### src/rtl/corr_pkg.sv
// Shared correlator types and constants, plus the ADC-word to sample
// conversion used by the feeder.
package corr_pkg;

  localparam int SAMPLE_W  = 9;
  localparam int ADC_W     = 12;
  localparam int ADC_MID   = 2048;
  localparam int FRAME_LEN = 64;

  typedef logic signed [SAMPLE_W-1:0] sample_t;

  // Remove midscale, round half up by adding 4 before the >>>3, then clamp.
  function automatic sample_t adc_to_sample(input logic [ADC_W-1:0] adc);
    logic signed [ADC_W:0] x_s;
    logic signed [ADC_W:0] y_s;
    sample_t               res_s;
    x_s = $signed({1'b0, adc}) - $signed((ADC_W+1)'(ADC_MID));
    y_s = (x_s + $signed((ADC_W+1)'(4))) >>> 3;
    if (y_s > $signed((ADC_W+1)'(255))) begin
      res_s = 9'h0FF;
    end else if (y_s < -$signed((ADC_W+1)'(256))) begin
      res_s = 9'h100;
    end else begin
      res_s = y_s[SAMPLE_W-1:0];
    end
    return res_s;
  endfunction

endpackage

### src/rtl/corr_feed_fifo.sv
// Single-clock FIFO with a registered head word; the head register always
// holds the entry at the read pointer as of the last clock edge.
module corr_feed_fifo #(
  parameter int DEPTH = 16,
  parameter int W     = 9
) (
  input  logic                     clk,
  input  logic                     reset,
  input  logic                     push,
  input  logic [W-1:0]             wdata,
  input  logic                     pop,
  output logic [W-1:0]             head,
  output logic [$clog2(DEPTH):0]   level,
  output logic                     full,
  output logic                     empty
);
  localparam int AW = $clog2(DEPTH);
  localparam int CW = AW + 1;

  logic [W-1:0]  mem_r [DEPTH];
  logic [AW-1:0] wr_ptr_r;
  logic [AW-1:0] rd_ptr_r;
  logic [AW-1:0] rd_ptr_nxt_s;
  logic [CW-1:0] count_r;
  logic [W-1:0]  head_r;
  logic [W-1:0]  head_nxt_s;
  logic          push_ok_s;
  logic          pop_ok_s;

  assign full      = (count_r == CW'(DEPTH));
  assign empty     = (count_r == {CW{1'b0}});
  assign push_ok_s = push && !full;
  assign pop_ok_s  = pop && !empty;
  assign head      = head_r;
  assign level     = count_r;

  // Next head: a write landing on the next read slot bypasses the array.
  always_comb begin
    rd_ptr_nxt_s = rd_ptr_r;
    head_nxt_s   = head_r;
    if (pop_ok_s) begin
      rd_ptr_nxt_s = rd_ptr_r + AW'(1);
    end else begin
      rd_ptr_nxt_s = rd_ptr_r;
    end
    if (push_ok_s && (wr_ptr_r == rd_ptr_nxt_s)) begin
      head_nxt_s = wdata;
    end else begin
      head_nxt_s = mem_r[rd_ptr_nxt_s];
    end
  end

  // Storage array, not cleared by reset.
  always_ff @(posedge clk) begin
    if (push_ok_s) begin
      mem_r[wr_ptr_r] <= wdata;
    end
  end

  // Pointers, occupancy and head register.
  always_ff @(posedge clk) begin
    if (reset) begin
      wr_ptr_r <= {AW{1'b0}};
      rd_ptr_r <= {AW{1'b0}};
      count_r  <= {CW{1'b0}};
      head_r   <= {W{1'b0}};
    end else begin
      if (push_ok_s) begin
        wr_ptr_r <= wr_ptr_r + AW'(1);
      end
      rd_ptr_r <= rd_ptr_nxt_s;
      head_r   <= head_nxt_s;
      case ({push_ok_s, pop_ok_s})
        2'b10:   count_r <= count_r + CW'(1);
        2'b01:   count_r <= count_r - CW'(1);
        default: count_r <= count_r;
      endcase
    end
  end

endmodule

### src/rtl/corr_sample_feed.sv
// Converts ADC words to signed samples, buffers them, and advances the
// correlator's input sample once per shift tick (zero-stuffing on underflow).
module corr_sample_feed #(
  parameter int DEPTH    = 16,
  parameter int ADC_W    = 12,
  parameter int SAMPLE_W = 9
) (
  input  logic                    clk,
  input  logic                    reset,
  input  logic [ADC_W-1:0]        adc_data,
  input  logic                    adc_valid,
  output logic                    adc_ready,
  input  logic                    shift_tick,
  output logic [SAMPLE_W-1:0]     sample_out,
  output logic [$clog2(DEPTH):0]  level,
  output logic                    underflow,
  input  logic                    underflow_clr
);
  import corr_pkg::*;

  logic                push_s;
  logic                pop_s;
  logic                full_s;
  logic                empty_s;
  logic [SAMPLE_W-1:0] conv_s;
  logic [SAMPLE_W-1:0] head_s;
  logic [SAMPLE_W-1:0] sample_out_r;
  logic                underflow_r;

  assign conv_s     = adc_to_sample(adc_data);
  assign adc_ready  = !full_s;
  assign push_s     = adc_valid && adc_ready;
  // An empty FIFO is never popped, so a same-cycle push simply gets stored.
  assign pop_s      = shift_tick && !empty_s;
  assign sample_out = sample_out_r;
  assign underflow  = underflow_r;

  corr_feed_fifo #(
    .DEPTH (DEPTH),
    .W     (SAMPLE_W)
  ) u_fifo (
    .clk   (clk),
    .reset (reset),
    .push  (push_s),
    .wdata (conv_s),
    .pop   (pop_s),
    .head  (head_s),
    .level (level),
    .full  (full_s),
    .empty (empty_s)
  );

  // Output sample register and sticky underflow flag (set beats clear).
  always_ff @(posedge clk) begin
    if (reset) begin
      sample_out_r <= {SAMPLE_W{1'b0}};
      underflow_r  <= 1'b0;
    end else begin
      if (shift_tick) begin
        sample_out_r <= empty_s ? {SAMPLE_W{1'b0}} : head_s;
      end
      if (shift_tick && empty_s) begin
        underflow_r <= 1'b1;
      end else if (underflow_clr) begin
        underflow_r <= 1'b0;
      end
    end
  end

endmodule

### config.mk
export PLATFORM = sky130hd
export DESIGN_NAME = corr_sample_feed
export DESIGN_NICKNAME = d
export VERILOG_FILES = /design/src/rtl/corr_pkg.sv /design/src/rtl/corr_feed_fifo.sv /design/src/rtl/corr_sample_feed.sv
export SDC_FILE = /design/constraint.sdc
export NUM_CORES = 1
export LEC_CHECK = 0
export ABC_AREA = 1
export ABC_CLOCK_PERIOD_IN_PS = 3600
export CAP_MARGIN = 10
export CORE_AREA = 2 2 214 164
export CTS_CLUSTER_SIZE = 14
export DETAILED_ROUTE_END_ITERATION = 7
export DIE_AREA = 0 0 216 166
export PLACE_DENSITY_LB_ADDON = 0.2
export REMOVE_ABC_BUFFERS = 1
export SLEW_MARGIN = 20
export SYNTH_ARGS = -nofsm -noshare
export SYNTH_HDL_FRONTEND = slang
export SYNTH_HIERARCHICAL = 1
export SYNTH_SLANG_ARGS = --single-unit
### constraint.sdc
create_clock -name clk -period 3.6 [get_ports clk]
set_input_delay 0.54 -clock clk [delete_from_list [all_inputs] [get_ports clk]]
set_output_delay 0.54 -clock clk [all_outputs]
set_load 0.02 [all_outputs]
[Word-level counts from Yosys, hierarchy flattened]
Memories as Yosys holds them, arrays and structs flattened. A register that Yosys moved wholly into a read port is not among the register bits.
Index checks and enable logic that the tools add are counted.
Storage, ports and cells
  logic and storage cells: 36
  memories kept: 1
  RAM bits: 144
  output and inout bits: 16
  input bits: 17
  bits in registers: 23
Memories
  u_fifo.mem_r: words 16, bits a word 9, read ports 1, clocked after Yosys merged registers in 1, wr ports 1, RTL line corr_feed_fifo.sv:20  | logic [W-1:0] mem_r [DEPTH];
Cells by class
  equality and inequality tests: 3
  muxes and demuxes: 9
  reductions and logical operators: 10
  magnitude comparators: 2
  add/sub/neg operators: 6
Operators by type and width (number)
  9-bit two-way mux: 3
  13-bit by 4-bit adder with 13-bit output (second input constant): 1
  12-bit by 12-bit subtractor with 13-bit output (second input constant): 1
  10-bit by 9-bit greater-than comparator with 1-bit output (second input constant): 1
  10-bit by 9-bit < comparator with 1-bit output (second input constant): 1
  5-bit one-hot mux with 2 select lines: 1
  4-bit by 1-bit adder with 4-bit output (second input constant): 2
  5-bit by 1-bit adder with 5-bit output (second input constant): 1
  5-bit == test (second input constant): 1
  1-bit logical AND: 5
  5-bit logical NOT: 1
  5-bit by 1-bit subtractor with 5-bit output (second input constant): 1
  1-bit two-way mux: 4
  4-bit two-way mux: 1
  2-bit nonzero test: 2
  2-bit by 1-bit == test with 1-bit output (second input constant): 1
  2-bit == test (second input constant): 1
  1-bit logical NOT: 2

[Depth between registers and ports, before layout]
  word-level depth: 6
  mapped depth: 18
  mapped depth without buffers: 17

[Modules after synthesis]
The synthesis kept the hierarchy.
Modules (own cells, without submodules)
  corr_feed_fifo: times used 1, cells each 755, seq. area each 4764.6 sq um, area each 7662.3 sq um
  corr_sample_feed: times used 1, cells each 104, seq. area each 200.2 sq um, area each 673.1 sq um

[Worst setup path after synthesis]
Ideal clock, no wire load.
  path type: reg-to-reg
  start: register u_fifo.count_r[1], in the netlist u_fifo/level[1]
  end: register u_fifo.count_r[4], in the netlist u_fifo/level[4]
  data required time: 3.529 ns
  data arrival time: 2.598 ns
  library setup time: 0.071 ns
  slack: 0.931 ns
  clock period less this slack: 2.669 ns
  cell stages (with the launch flop): 18
  path buffers: 0
  cells stage by stage: dfxtp_1 -> nor2_2 -> nand3_2 -> inv_1 -> or2_2 -> inv_2 -> nand2_2 -> inv_2 -> ha_1 -> xor2_1 -> ha_1 -> a21o_1 -> nand2_1 -> nand2_1 -> a21oi_1 -> xor2_1 -> nand2_1 -> a21oi_1
Between the ends
  longest elaborated chain between the ends: 6
  elaborated cells on any way between the ends: 14
  those cells by class: add/sub: 2; eq/ne: 3; mux: 1; reduce/logical: 8
Ends and longest elaborated chain
  start, declared: RTL line corr_feed_fifo.sv:24  | logic [CW-1:0] count_r;
  start signal, assigned: RTL line corr_feed_fifo.sv:65  | count_r <= {CW{1'b0}};
  start signal, assigned: RTL line corr_feed_fifo.sv:74  | 2'b10: count_r <= count_r + CW'(1);
  start signal, assigned: RTL line corr_feed_fifo.sv:75  | 2'b01: count_r <= count_r - CW'(1);
  5-bit logical NOT (*): RTL line corr_feed_fifo.sv:31  | assign empty = (count_r == {CW{1'b0}});
  via empty_s: RTL line corr_sample_feed.sv:24  | logic empty_s;
  1-bit logical NOT (*): RTL line corr_sample_feed.sv:34  | assign pop_s = shift_tick && !empty_s;
  1-bit logical AND (*): RTL line corr_sample_feed.sv:34
  via pop_s: RTL line corr_sample_feed.sv:22  | logic pop_s;
  1-bit logical AND (*): RTL line corr_feed_fifo.sv:33  | assign pop_ok_s = pop && !empty;
  2-bit by 1-bit == test with 1-bit output / 2-bit == test (equally long branches): RTL line corr_feed_fifo.sv:73  | case ({push_ok_s, pop_ok_s})
  5-bit one-hot mux with 2 select lines / 2-bit nonzero test (equally long branches)
Mark *: on every way through the listed nets, which the timed path passes. The rest lies on a longest branch.
A chain may end at the register's enable or synchronous reset.

[Final worst setup path]
  start: register u_fifo.count_r[0], in the netlist u_fifo/level[0]
  end: register u_fifo.head_r[7], in the netlist u_fifo/head[7] (read register of u_fifo.mem_r)
Between the ends
  longest elaborated chain between the ends: 5
Ends and longest elaborated chain
  5-bit logical NOT: RTL line corr_feed_fifo.sv:31
  via empty_s: RTL line corr_sample_feed.sv:24
  1-bit logical NOT: RTL line corr_sample_feed.sv:34
  1-bit logical AND: RTL line corr_sample_feed.sv:34
  via pop_s: RTL line corr_sample_feed.sv:22
  1-bit logical AND: RTL line corr_feed_fifo.sv:33
  4-bit two-way mux: RTL line corr_feed_fifo.sv:41  | if (pop_ok_s) begin
  end, declared: RTL line corr_feed_fifo.sv:25  | logic [W-1:0] head_r;
The timed path passes the listed nets, and every way through them passes these cells.

==> flow_summary.json <==
{
  "outcome": "completed",
  "syn-mean-instance-area_sq_um": 9.70,
  "power.combinational.fraction_pct": 40.8,
  "worst_slew_margin_rel_pct": 36.6,
  "worst_hold_path_cells": 2,
  "cts-resized-gates": 0,
  "path_buf_inv": 5,
  "drive_above_1_share_pct": 11.4,
  "cp-end-kind": "flop",
  "sum_of_negative_setup_slack_ns": 0,
  "syn2layout_area_growth_pct": 19.2,
  "timing.critical_path.from": "u_fifo/level[0]$_SDFFE_PP0P_",
  "fp.dieW_um": 216,
  "grt.overflow.total": 0,
  "dp_hpwl_mm": 13.7,
  "power.density_nw_per_um2": 755,
  "synth-seq-area-share_pct": 59.6,
  "clock_slew_at_reported_path_ffs_ns": 0.07,
  "post_cts_buffers": 0,
  "vdd_ir_drop_max_mv": 0.511,
  "cts_made_buffers": 17,
  "grt_antenna_before_repair": 0,
  "critPathCapture": "u_fifo/head[7]$_SDFF_PP0_",
  "ordered_cell_list_for_the_critical_path": "nor2_2, nand3_2, inv_1, or2_2, inv_2, buf_4, nand3_2, buf_4, nand3b_1, nand3_1, nand3_1, nand3_1, nand3_1, nand2_1, inv_1",
  "period_needed_ns": 2.86,
  "startpoint_type": "flop",
  "cellLeakagePower_nw": 4.12,
  "placeableCoreArea_sq_um": 34000,
  "instance_area_at_placement_sq_um": 9300,
  "crit_path_frequent_cell": "sky130_fd_sc_hd__nand3_1",
  "layout_common_cells": "180 x sky130_fd_sc_hd__nand3_1, 156 x sky130_fd_sc_hd__nand2_1, 144 x sky130_fd_sc_hd__edfxtp_1, 140 x sky130_fd_sc_hd__inv_1, 49 x sky130_fd_sc_hd__nor2_1",
  "number_of_i_o_port_buffers": 30,
  "cts_tree": "built",
  "cts_max_path_buffers": 2,
  "reg2reg_depth": 15,
  "cp_max_fo": 73,
  "ios": 33,
  "clock_tree.root_cell": "sky130_fd_sc_hd__clkbuf_16",
  "layout_setup_ws_ns": 0.743,
  "p_int_mw": 4.50,
  "detail_route.wl_per_cell_um": 15.8,
  "rsz0062_at_grt": "no",
  "r2r_slack_ns": 0.74,
  "cp_num_cells": 15,
  "drv.max_cap_violation_count": 0,
  "grtUsageTotal_pct": 12.9,
  "synth.ff_latch_count": 176,
  "clk-insertion-delay-late_ns": 0.44,
  "crit_required_ns": 3.94,
  "slew_viol_final": 0,
  "setup_violations": 0,
  "final-instance-count-excl-fill": 1380,
  "first_global_vias": 5490,
  "timing.final.crit_share_pct": 79.4,
  "switchingPower_mw": 2.99,
  "layout.cells.most_common": "sky130_fd_sc_hd__nand3_1",
  "vias_per_cell": 4.23,
  "place_ws_ns": 0.263,
  "worst_hold_slack_ns": 0.445,
  "switching_share_pct": 39.9,
  "worst_ep_arrival_time_ns": 3.20,
  "grt_max_degree": 74,
  "detailroute.via_count": 5836,
  "syn_area_sq_um": 8340,
  "path_delay_family": "simple AND/OR/NAND/NOR gates",
  "dr.first_iter.drc_count": 392,
  "gp_routability_congestion": 0.754,
  "std_cell_rows": 59,
  "dieHeight_um": 166,
  "crit-reg2reg-capture": "u_fifo/head[7]$_SDFF_PP0_",
  "timing.hold.worst.class": "flop to flop",
  "synth_edf_count": 144,
  "cts.hold.buffers_added": 0,
  "insertedDiodeCount": 0,
  "final_net_count": 937,
  "sequentialPowerShare_pct": 33.0,
  "initial_utilization_pct": 24.5,
  "placed_cells_incl_taps": 1348,
  "grt_first_pass_wirelength_mm": 34.1,
  "timing_worst_setup_path_type": "flop to flop",
  "crit-reg2reg-launch": "u_fifo/level[0]$_SDFFE_PP0P_",
  "drt-total-wl_mm": 21.8,
  "synth.yosys.warnings": 6,
  "timing_hold_violations_final": 0,
  "yosys_most_used_dff": "sky130_fd_sc_hd__edfxtp_1",
  "part_of_the_total_power_dissipated_in_the_clock_network_pct": 26.2,
  "clock.fmax_mhz": 350,
  "clock_tree.htree_level_count": 4,
  "post-route-cell-area_sq_um": 9930,
  "final_antenna_net_count": 0,
  "yosys.cell_types.count": 41,
  "crit_path_max_incr_delay_ns": 0.66,
  "remaining_drc_errors": 0,
  "drt-pass1-iter-count": 5,
  "postSynthCellCount": 859,
  "die_area_sq_um": 35900,
  "actual_transition_at_the_worst_max_transition_pin_ns": 0.952,
  "asyncSetResetFlopFracSynth_pct": 0,
  "fin_total_pwr_mw": 7.50,
  "fin_util_pct": 29.3,
  "cts.sink_count": 176,
  "fin_skew_ns": 0.00843,
  "timing.critical_path.slowest_stage_cell": "sky130_fd_sc_hd__buf_4"
}
[power by group through the flow]
stage               clock [mW]  combinational (mW)  sequential, mW
finish                    1.96                3.06            2.47
global route              2.11                3.43            2.50
CTS                       2.02                3.10            2.48
detailed placement           0                3.09            2.52
global placement             0                3.09            2.52
floorplan                    0                1.84            2.54
[registers in the layout, summed over array words and instances, names as in the netlist]
| register | cells |
|---|---|
| u_fifo/level | 5 |
| sample_out | 9 |
| u_fifo/wr_ptr_r | 4 |
| u_fifo/head | 9 |
| u_fifo/rd_ptr_r | 4 |
| underflow | 1 |
| u_fifo/mem_r | 144 |
[worst min-delay path, cell delays in order, from the launching register on]
cell and delay [ns]:
sky130_fd_sc_hd__dfxtp_1 0.30, sky130_fd_sc_hd__nand2_1 0.05, sky130_fd_sc_hd__a21oi_1 0.05
[worst min-delay path by stage]
stage / start / end / slack (ns)
2_1_floorplan: u_fifo/head[0]$_SDFF_PP0_ / sample_out[0]$_SDFFE_PP0P_ / 0.42
3_3_place_gp: u_fifo/head[7]$_SDFF_PP0_ / sample_out[7]$_SDFFE_PP0P_ / 0.44
3_5_place_dp: u_fifo/head[7]$_SDFF_PP0_ / sample_out[7]$_SDFFE_PP0P_ / 0.44
4_1_cts: u_fifo/head[7]$_SDFF_PP0_ / sample_out[7]$_SDFFE_PP0P_ / 0.45
5_1_grt: u_fifo/head[7]$_SDFF_PP0_ / sample_out[7]$_SDFFE_PP0P_ / 0.46
6_report: u_fifo/head[7]$_SDFF_PP0_ / sample_out[7]$_SDFFE_PP0P_ / 0.45
[per-layer routing]
metal / GRT usage [%] / wire (um) / up-vias
met2: 17.6 / 9010 / 97
met1: 20.0 / 11800 / 2795
met3: 2.97 / 743 / 13
li1: - / - / 2931
met5: 0 / 0 / -
met4: 3.48 / 218 / 0
[logic make-up (layout without fill, tap and decap cells)]
| logic type | count (synthesis) | in the layout | synth area share (%) |
|---|---|---|---|
| AND/OR/NAND/NOR | 450 | 450 | 26.0 |
| buffers and inverters | 186 | 250 | 9.76 |
| flip-flops | 176 | 176 | 59.6 |
| adder cells (fa/ha/maj) | 10 | 10 | 1.50 |
| XOR/XNOR | 12 | 12 | 1.26 |
| AO/OA/AOI/OAI | 25 | 25 | 1.91 |
[cell usage after synthesis (4+ instances only)]
library cell	number	area share, %
sky130_fd_sc_hd__nand2_1	158	7.1
sky130_fd_sc_hd__ha_1	10	1.5
sky130_fd_sc_hd__dfxtp_1	32	7.7
sky130_fd_sc_hd__edfxtp_1	144	52
sky130_fd_sc_hd__buf_4	8	0.72
sky130_fd_sc_hd__nand2_2	5	0.38
sky130_fd_sc_hd__nor2_2	4	0.30
sky130_fd_sc_hd__nor2_1	49	2.2
sky130_fd_sc_hd__nand3b_1	37	3.3
sky130_fd_sc_hd__buf_2	21	1.3
sky130_fd_sc_hd__xor2_1	9	0.95
sky130_fd_sc_hd__nor2_4	4	0.54
sky130_fd_sc_hd__a21oi_1	14	0.84
sky130_fd_sc_hd__inv_2	4	0.18
sky130_fd_sc_hd__inv_1	140	6.3
sky130_fd_sc_hd__nand3_1	181	11
sky130_fd_sc_hd__buf_6	7	0.95
[final cells by class]
| type | instances | area [sq um] |
|---|---|---|
| clock buffer | 24 | 589 |
| clock inverter | 8 | 55.1 |
| fill | 3602 | 24000 |
| inverter | 146 | 551 |
| multi-input combinational | 497 | 2570 |
| sequential | 176 | 4960 |
| tap | 457 | 572 |
| timing repair buffer | 72 | 636 |
No activity file was read; power rests on OpenSTA's default activity.
